$ cat config.mk
export PLATFORM = sky130hd
export DESIGN_NAME = fir_seq_ctrl
export DESIGN_NICKNAME = d
export VERILOG_FILES = /design/src/rtl/fir_seq_ctrl.sv
export SDC_FILE = /design/constraint.sdc
export NUM_CORES = 1
export LEC_CHECK = 0
export BUFFER_PORTS_ARGS = -buffer_cell sky130_fd_sc_hd__buf_4
export CORE_MARGIN = 8
export CORE_UTILIZATION = 43
export DETAILED_ROUTE_END_ITERATION = 7
export PLACE_DENSITY = 0.74
export SLEW_MARGIN = 20
export SYNTH_ARGS = -nofsm -noshare
export SYNTH_HDL_FRONTEND = slang
export SYNTH_SLANG_ARGS = --single-unit
$ cat constraint.sdc
create_clock -name clk -period 1.4 [get_ports clk]
set_input_delay 0 -clock clk [delete_from_list [all_inputs] [get_ports clk]]
set_output_delay 0 -clock clk [all_outputs]
set_load 0.02 [all_outputs]
$ cat src/rtl/fir_seq_ctrl.sv
// fir_seq_ctrl: sequencer and coefficient-port arbiter for the time-multiplexed
// FIR datapath. One sample is accepted, written into the circular delay line,
// and then a single MAC steps across all taps. A flush cycle covers the
// one-stage product pipeline, and a done cycle loads the result register.
//
// state | meaning
// ------+-------------------------------------------------------------
// IDLE  | wait for a sample; coefficient writes are granted here first
// LOAD  | write the captured sample at wr_ptr; clear tap counter k
// MAC   | NTAPS cycles: coef_addr=k, dl_raddr=wr_ptr-k, accumulate
// FLUSH | drain the product pipeline into the accumulator
// DONE  | load the output register; advance wr_ptr
module fir_seq_ctrl #(
   parameter int NTAPS = 8,
   parameter int TAP_W = 3
) (
   input  logic             clk,
   input  logic             rst_n,
   input  logic             ena,
   input  logic             smp_valid,
   output logic             smp_ready,
   output logic             in_cap,
   output logic             dl_we,
   output logic [TAP_W-1:0] dl_waddr,
   output logic [TAP_W-1:0] dl_raddr,
   input  logic             coef_wr_req,
   input  logic [TAP_W-1:0] coef_wr_addr,
   output logic             coef_wr_ack,
   output logic [TAP_W-1:0] coef_addr,
   output logic             coef_we,
   output logic             mac_clr,
   output logic             mac_en,
   output logic             y_load,
   output logic             x_trio,
   output logic             y_trio,
   output logic             ovr,
   input  logic             ovr_clr
);

   typedef enum logic [2:0] {
      S_IDLE  = 3'd0,
      S_LOAD  = 3'd1,
      S_MAC   = 3'd2,
      S_FLUSH = 3'd3,
      S_DONE  = 3'd4
   } state_t;

   localparam logic [TAP_W-1:0] K_LAST = TAP_W'(NTAPS - 1);

   state_t           state, state_nxt;
   logic [TAP_W-1:0] k, k_nxt;
   logic [TAP_W-1:0] wr_ptr, wr_ptr_nxt;
   logic             ovr_nxt;

   // State, counters and registered pins; everything holds while ena is low.
   always_ff @(posedge clk or negedge rst_n) begin
      if (!rst_n) begin
         state  <= S_IDLE;
         k      <= '0;
         wr_ptr <= '0;
         ovr    <= 1'b0;
         x_trio <= 1'b0;
         y_trio <= 1'b0;
      end else if (ena) begin
         state  <= state_nxt;
         k      <= k_nxt;
         wr_ptr <= wr_ptr_nxt;
         ovr    <= ovr_nxt;
         x_trio <= in_cap;
         y_trio <= y_load;
      end
   end

   // Next-state and strobe decode; ena low suppresses every strobe.
   always_comb begin
      state_nxt   = state;
      k_nxt       = k;
      wr_ptr_nxt  = wr_ptr;
      smp_ready   = 1'b0;
      in_cap      = 1'b0;
      coef_wr_ack = 1'b0;
      dl_we       = 1'b0;
      mac_en      = 1'b0;
      mac_clr     = 1'b0;
      y_load      = 1'b0;

      case (state)
         S_IDLE: begin
            smp_ready   = ~coef_wr_req;
            coef_wr_ack = coef_wr_req;
            if (smp_valid && !coef_wr_req) begin
               in_cap    = 1'b1;
               state_nxt = S_LOAD;
            end
         end
         S_LOAD: begin
            dl_we     = 1'b1;
            k_nxt     = '0;
            state_nxt = S_MAC;
         end
         S_MAC: begin
            mac_en  = 1'b1;
            mac_clr = (k == '0);
            k_nxt   = k + TAP_W'(1);
            if (k == K_LAST) state_nxt = S_FLUSH;
         end
         S_FLUSH: begin
            mac_en    = 1'b1;
            state_nxt = S_DONE;
         end
         S_DONE: begin
            y_load     = 1'b1;
            wr_ptr_nxt = wr_ptr + TAP_W'(1);
            state_nxt  = S_IDLE;
         end
         default: state_nxt = S_IDLE;
      endcase

      if (!ena) begin
         smp_ready   = 1'b0;
         in_cap      = 1'b0;
         coef_wr_ack = 1'b0;
         dl_we       = 1'b0;
         mac_en      = 1'b0;
         mac_clr     = 1'b0;
         y_load      = 1'b0;
      end

      // Set has priority over clear so a simultaneous overrun is never lost.
      if (smp_valid && !smp_ready) ovr_nxt = 1'b1;
      else if (ovr_clr)            ovr_nxt = 1'b0;
      else                         ovr_nxt = ovr;
   end

   // Outside a granted write the shared RAM port follows the tap counter.
   assign coef_we   = coef_wr_ack;
   assign coef_addr = coef_wr_ack ? coef_wr_addr : k;
   assign dl_waddr  = wr_ptr;
   assign dl_raddr  = wr_ptr - k;

endmodule

# Word-level counts from Yosys, hierarchy flattened
# Index checks and enable logic that the tools add are counted.
# totals
out_inout_bits,20
regBits,12
# op_classes
n_eq_ne,7
n_mux,22
reduce_logical,13
n_addsub,3
bitwise,1
# op_table
cell,count
$mux W1,17
$pmux W3 S4,1
$mux W3,3
$add A3 B1 Y3 const B,2
$eq A3 B2 Y1 const B,2
$eq A3 B3 Y1 const B,2
$logic_not A3 Y1,2
$pmux W3 S2,1
$reduce_and A2 Y1,3
$ne A2 B2 Y1 const B,2
$reduce_bool A2 Y1,2
$eq A3 B1 Y1 const B,1
$reduce_and A3 Y1,1
$sub A3 B3 Y3,1
$logic_and A1 B1 Y1,2
$logic_not A1 Y1,2
$reduce_or A2 Y1,1
$not A1 Y1,1

# Logic depth before layout (Yosys ltp)
# logic_depth
word_depth,7
ltp_mapped,5

# Worst setup path before layout
# Ideal clock, no wire load.
# synth_path
path_kind,flip-flop to flip-flop
start,register state[0]
end,register ovr
period_less_slack_ps,1770
t_required_ps,1229
path_stages_with_launch,5
setup_slack_ps,-370
n_path_buf,1
t_arrival_ps,1599
path_cell_list,dfrtp_1 > buf_6 > nand2b_4 > nor4_1 > o21ai_0
# synth_via
elab_chain_cells,7
# synth_rtl
element,line,source
from (decl),50,"state_t state, state_nxt;"
from (signal assigned),65,state <= state_nxt;
$logic_not A3 Y1 *,87,case (state)
$mux W1 *,87,
$mux W1 *,119,if (!ena) begin
named net smp_ready,21,"output logic smp_ready,"
$logic_not A1 Y1 *,130,if (smp_valid && !smp_ready) ovr_nxt = 1'b1;
$logic_and A1 B1 Y1 *,130,
$reduce_bool A2 Y1 (no line),-,
$reduce_and A2 Y1 (no line),-,
to (signal assigned),68,ovr <= ovr_nxt;
to (decl),36,"output logic ovr,"
# Mark *: on every way through the listed nets, which the timed path passes. The rest lies on a longest branch.
# A chain may end at the register's enable or synchronous reset.

# Final worst setup path
# layout_path
start,register state[0]
end,output coef_addr[0]
# layout_via
elab_chain_cells,4
# layout_rtl
element,line,source
$logic_not A3 Y1,87,
$mux W1,87,
$mux W1,119,
$mux W3,137,assign coef_addr = coef_wr_ack ? coef_wr_addr : k;
to (decl),29,"output logic [TAP_W-1:0] coef_addr,"
# No other way between the ends.

==> summary.txt <==
Status
  • Status: complete, but fails checks
  • Failing checks: setup timing

STA
  • Worst Max-Slew Pin Slew: just under 0.5 ns
  • Relative slew margins: approximately 67%
  • Worst clock skew: around 0.0036 ns
  • Final hold violations: 0
  • Tmin final: approximately 1.8 ns
  • Fmax: between 500 and 600 MHz
  • RSZ-0062 raised after global routing: true
  • Final Max Tran Viols: 0
  • Count of final setup violators: 11
  • Fin worst setup slack: -0.404 ns
  • TNS Setup: -2.32 ns
  • Tcrit/Tclk final: 129%

Detailed routing
  • Total Wirelength: approximately 2200 µm
  • Remaining DRCs: 0
  • DRT iter0 DRCs: 8
  • Routed len/inst: 15.0 µm
  • Vias per cell: between 5 and 6
  • Via count: about 740
  • Final ANT Viol Nets: 0
  • Pre-Repair DR Iteration Count: 4

Critical path
  • FF-to-FF Start: k[0]
  • Arrival time worst endpoint: between 1.5 and 2 ns
  • Crit Path Class: flip-flop to output port
  • Slowest-stage cell, CP: or4b_4
  • CP max FO: 4
  • Startpoint types: flip-flop
  • Crit. Startpoint: state[0]
  • Critical Path, Cell by Cell: nand2b_4, or4b_4, mux2_4, buf_6
  • Delay-heaviest family, CP: simple AND/OR/NAND/NOR gates
  • Slowest cell delay on critical path: 0.54 ns
  • WP buf/inv: 1
  • Crit end category: output port
  • CP Data Required Time: roughly 1.4 ns

Pwr
  • Power per cell area: around 2200 mW/mm²
  • Int Power: 1.61 mW
  • Sw Share: between 40% and 50%
  • Part of the power in the clock network: just over 8%
  • Combinational fraction of design power: a little under three quarters
  • Sequential share of power: a little over a fifth
  • Sw Pwr: 1.21 mW
  • Leakage power: roughly 0.63 nW
  • Max VDD drop: between 1 and 1.5 mV

Logic synthesis
  • Post-synth top cells: 12 x dfrtp_1, 9 x inv_1, 9 x nand3_1, 6 x nand2_1
  • Post-synth EDFFs: 0
  • Mapped cell area: a little under 800 µm²
  • Yosys warning total: 0
  • Top-count cell post-synth: dfrtp_1
  • Asr flop ratio synth: between 90% and 100%
  • Mapped Cells: 79
  • Number of synthesized register bits: 12
  • Post-Syn Area per Cell: 9.87 µm²
  • Most area-consuming cells after synthesis: dfrtp_1 39%, ha_1 8.0%, nand3_1 5.8%
  • Syn_nets: 94
  • Synth unique cells: 27
  • Area leader, netlist: dfrtp_1
  • Main synth FF type: dfrtp_1
  • Share of the synthesized area in the top cell type: between 30 and 40%
  • Post-synthesis sequential area ratio: between 30% and 40%

Placed design
  • Count of buffers inserted at the top-level ports: 28
  • Area after DPL: around 0.0011 mm²
  • DP Wirelength: roughly 1600 µm
  • Dpl cells: 137
  • RePlAce Congestion: approximately 0.79

Min path
  • Hold path start: ovr_clr
  • Hold/Removal Path Class: primary input to flip-flop

Layout
  • Layout area overhead: 65.3%
  • Finished Layout Cells: roughly 150
  • Ant diodes: 0
  • NumNets Final: 139
  • Fraction of layout cells with a size suffix above 1: 57.7%
  • Post-route design area: roughly 0.0013 mm²
  • Final core occ: around 75%
  • Fill count: 123

Floorplan
  • I/O pins: 29
  • Row cnt: 15
  • Core Footprint: ~0.0017 mm²
  • Die width: 58.6 µm
  • Die Ht: around 59 µm
  • Starting Density: 45.6%
  • Die area: 0.00343 mm²

GRT
  • Largest net degree at the start of global routing: 16
  • First-pass GRT wire length: about 3700 µm
  • Total track usage: between 10% and 20%
  • Gr ovfl total: 0
  • Vias in the first global route: slightly below 800
  • Initial antenna violation count: 0

Clock tree
  • H-tree Lvls: 1
  • CTS root buf: clkbuf_4
  • Num CTS Buffers: 3
  • CTS tree: done
  • Clock Pin Slew Worst Setup and Hold Paths: about 0.080 ns
  • Worst skew pair latency: between 0.2 and 0.3 ns
  • Num Clock Sinks: 12
  • CTS Buffer Depth: 2

Job
  • Total of max-cap violations: 0
## registers in the layout (all words and copies together), names as in the netlist
| register | flops |
|---|---|
| dl_waddr | 3 |
| k | 3 |
| state | 3 |
| ovr | 1 |
| x_trio | 1 |
| y_trio | 1 |
## cell type report
type,count,area (µm²),area share [%]
Clock buffer,4,26.3,2.04
Inverter,9,36.3,2.82
Multi-Input combinational cell,53,508,39.4
Sequential cell,12,303,23.5
Tap cell,25,31.3,2.43
Timing Repair Buffer,45,384,29.8
## cell usage in the layout, fill, tap and decap left out, types with 2 or more instances in the layout
cell,n
mux2_4,3
inv_2,5
buf_4,32
inv_1,3
nand3_1,9
o21ai_0,5
nor2_1,3
dlygate4sd3_1,2
ha_4,4
buf_6,11
dfrtp_2,2
o2bb2ai_1,2
nand2_1,6
clkbuf_4,3
xnor2_1,2
a22o_1,2
dfrtp_1,10
xnor2_2,2
## cell families (layout without fill, tap and decap cells)
| kind of cell | after synthesis | in the layout | synth area share [%] |
|---|---|---|---|
| and+or+nand+nor | 28 | 28 | 21.0 |
| buffers and inverters | 14 | 58 | 8.19 |
| adders and majority gates | 6 | 6 | 10.6 |
| AOI/OAI and AO/OA | 11 | 11 | 9.95 |
| muxes | 4 | 4 | 7.22 |
| DFF | 12 | 12 | 38.5 |
| xor gates and xnor gates | 4 | 4 | 4.49 |
## what timing repair did
item | CTS | global route
setup buffers | 4 | 1
hold buffers | 2 | 0
hold endpoints to repair | 13 | 0
gates resized for setup | 23 | 5
pin swaps | 2 | 1
setup endpoints to repair | 12 | 12
## path summary, 6_finish.rpt
path                           endpoint  slack [ns]  cells past startpoint
min in group asynchronous          k[0]        0.10                      2
max                        coef_addr[0]       -0.40                      4
max in group asynchronous   dl_waddr[0]        1.12                      2
max reg2reg                    state[0]       -0.03                      5
min                                 ovr      0.0009                      4
min reg2reg                         ovr        0.49                      2
## worst register-to-register path: stages (launching register included)
cell     delay (ns)
dfrtp_1        0.43
buf_6          0.15
ha_4           0.16
ha_4           0.15
a22o_1         0.22
a22o_2         0.22
## per-stage QoR
stage | setup slack (ns) | total power [mW] | hold slack (ns)
detailed placement | -0.111 | 2.20 | -0.151
floorplan | -0.0937 | 1.53 | -0.296
finish | -0.404 | 2.82 | 0.000940
global placement | -0.0834 | 2.13 | -0.153
CTS | -0.398 | 2.74 | 0.00231
global route | -0.434 | 3.02 | 0.0539
## routing by layer
layer / share of wire, % / GRT usage (%)
met5: 0 / 0
met2: 53 / 25.0
met1: 41 / 14.3
met3: 4.5 / 3.04
met4: 1.4 / 5.12
## power by group through the flow
stage	Clock (mW)	Sequential (mW)	Combinational, mW
2_1_floorplan	0	0.645	0.881
3_3_place_gp	0	0.563	1.57
3_5_place_dp	0	0.571	1.63
4_1_cts	0.229	0.579	1.93
5_1_grt	0.248	0.605	2.17
6_report	0.228	0.591	2.00
Note: power is estimated with default switching activity, not from simulation.
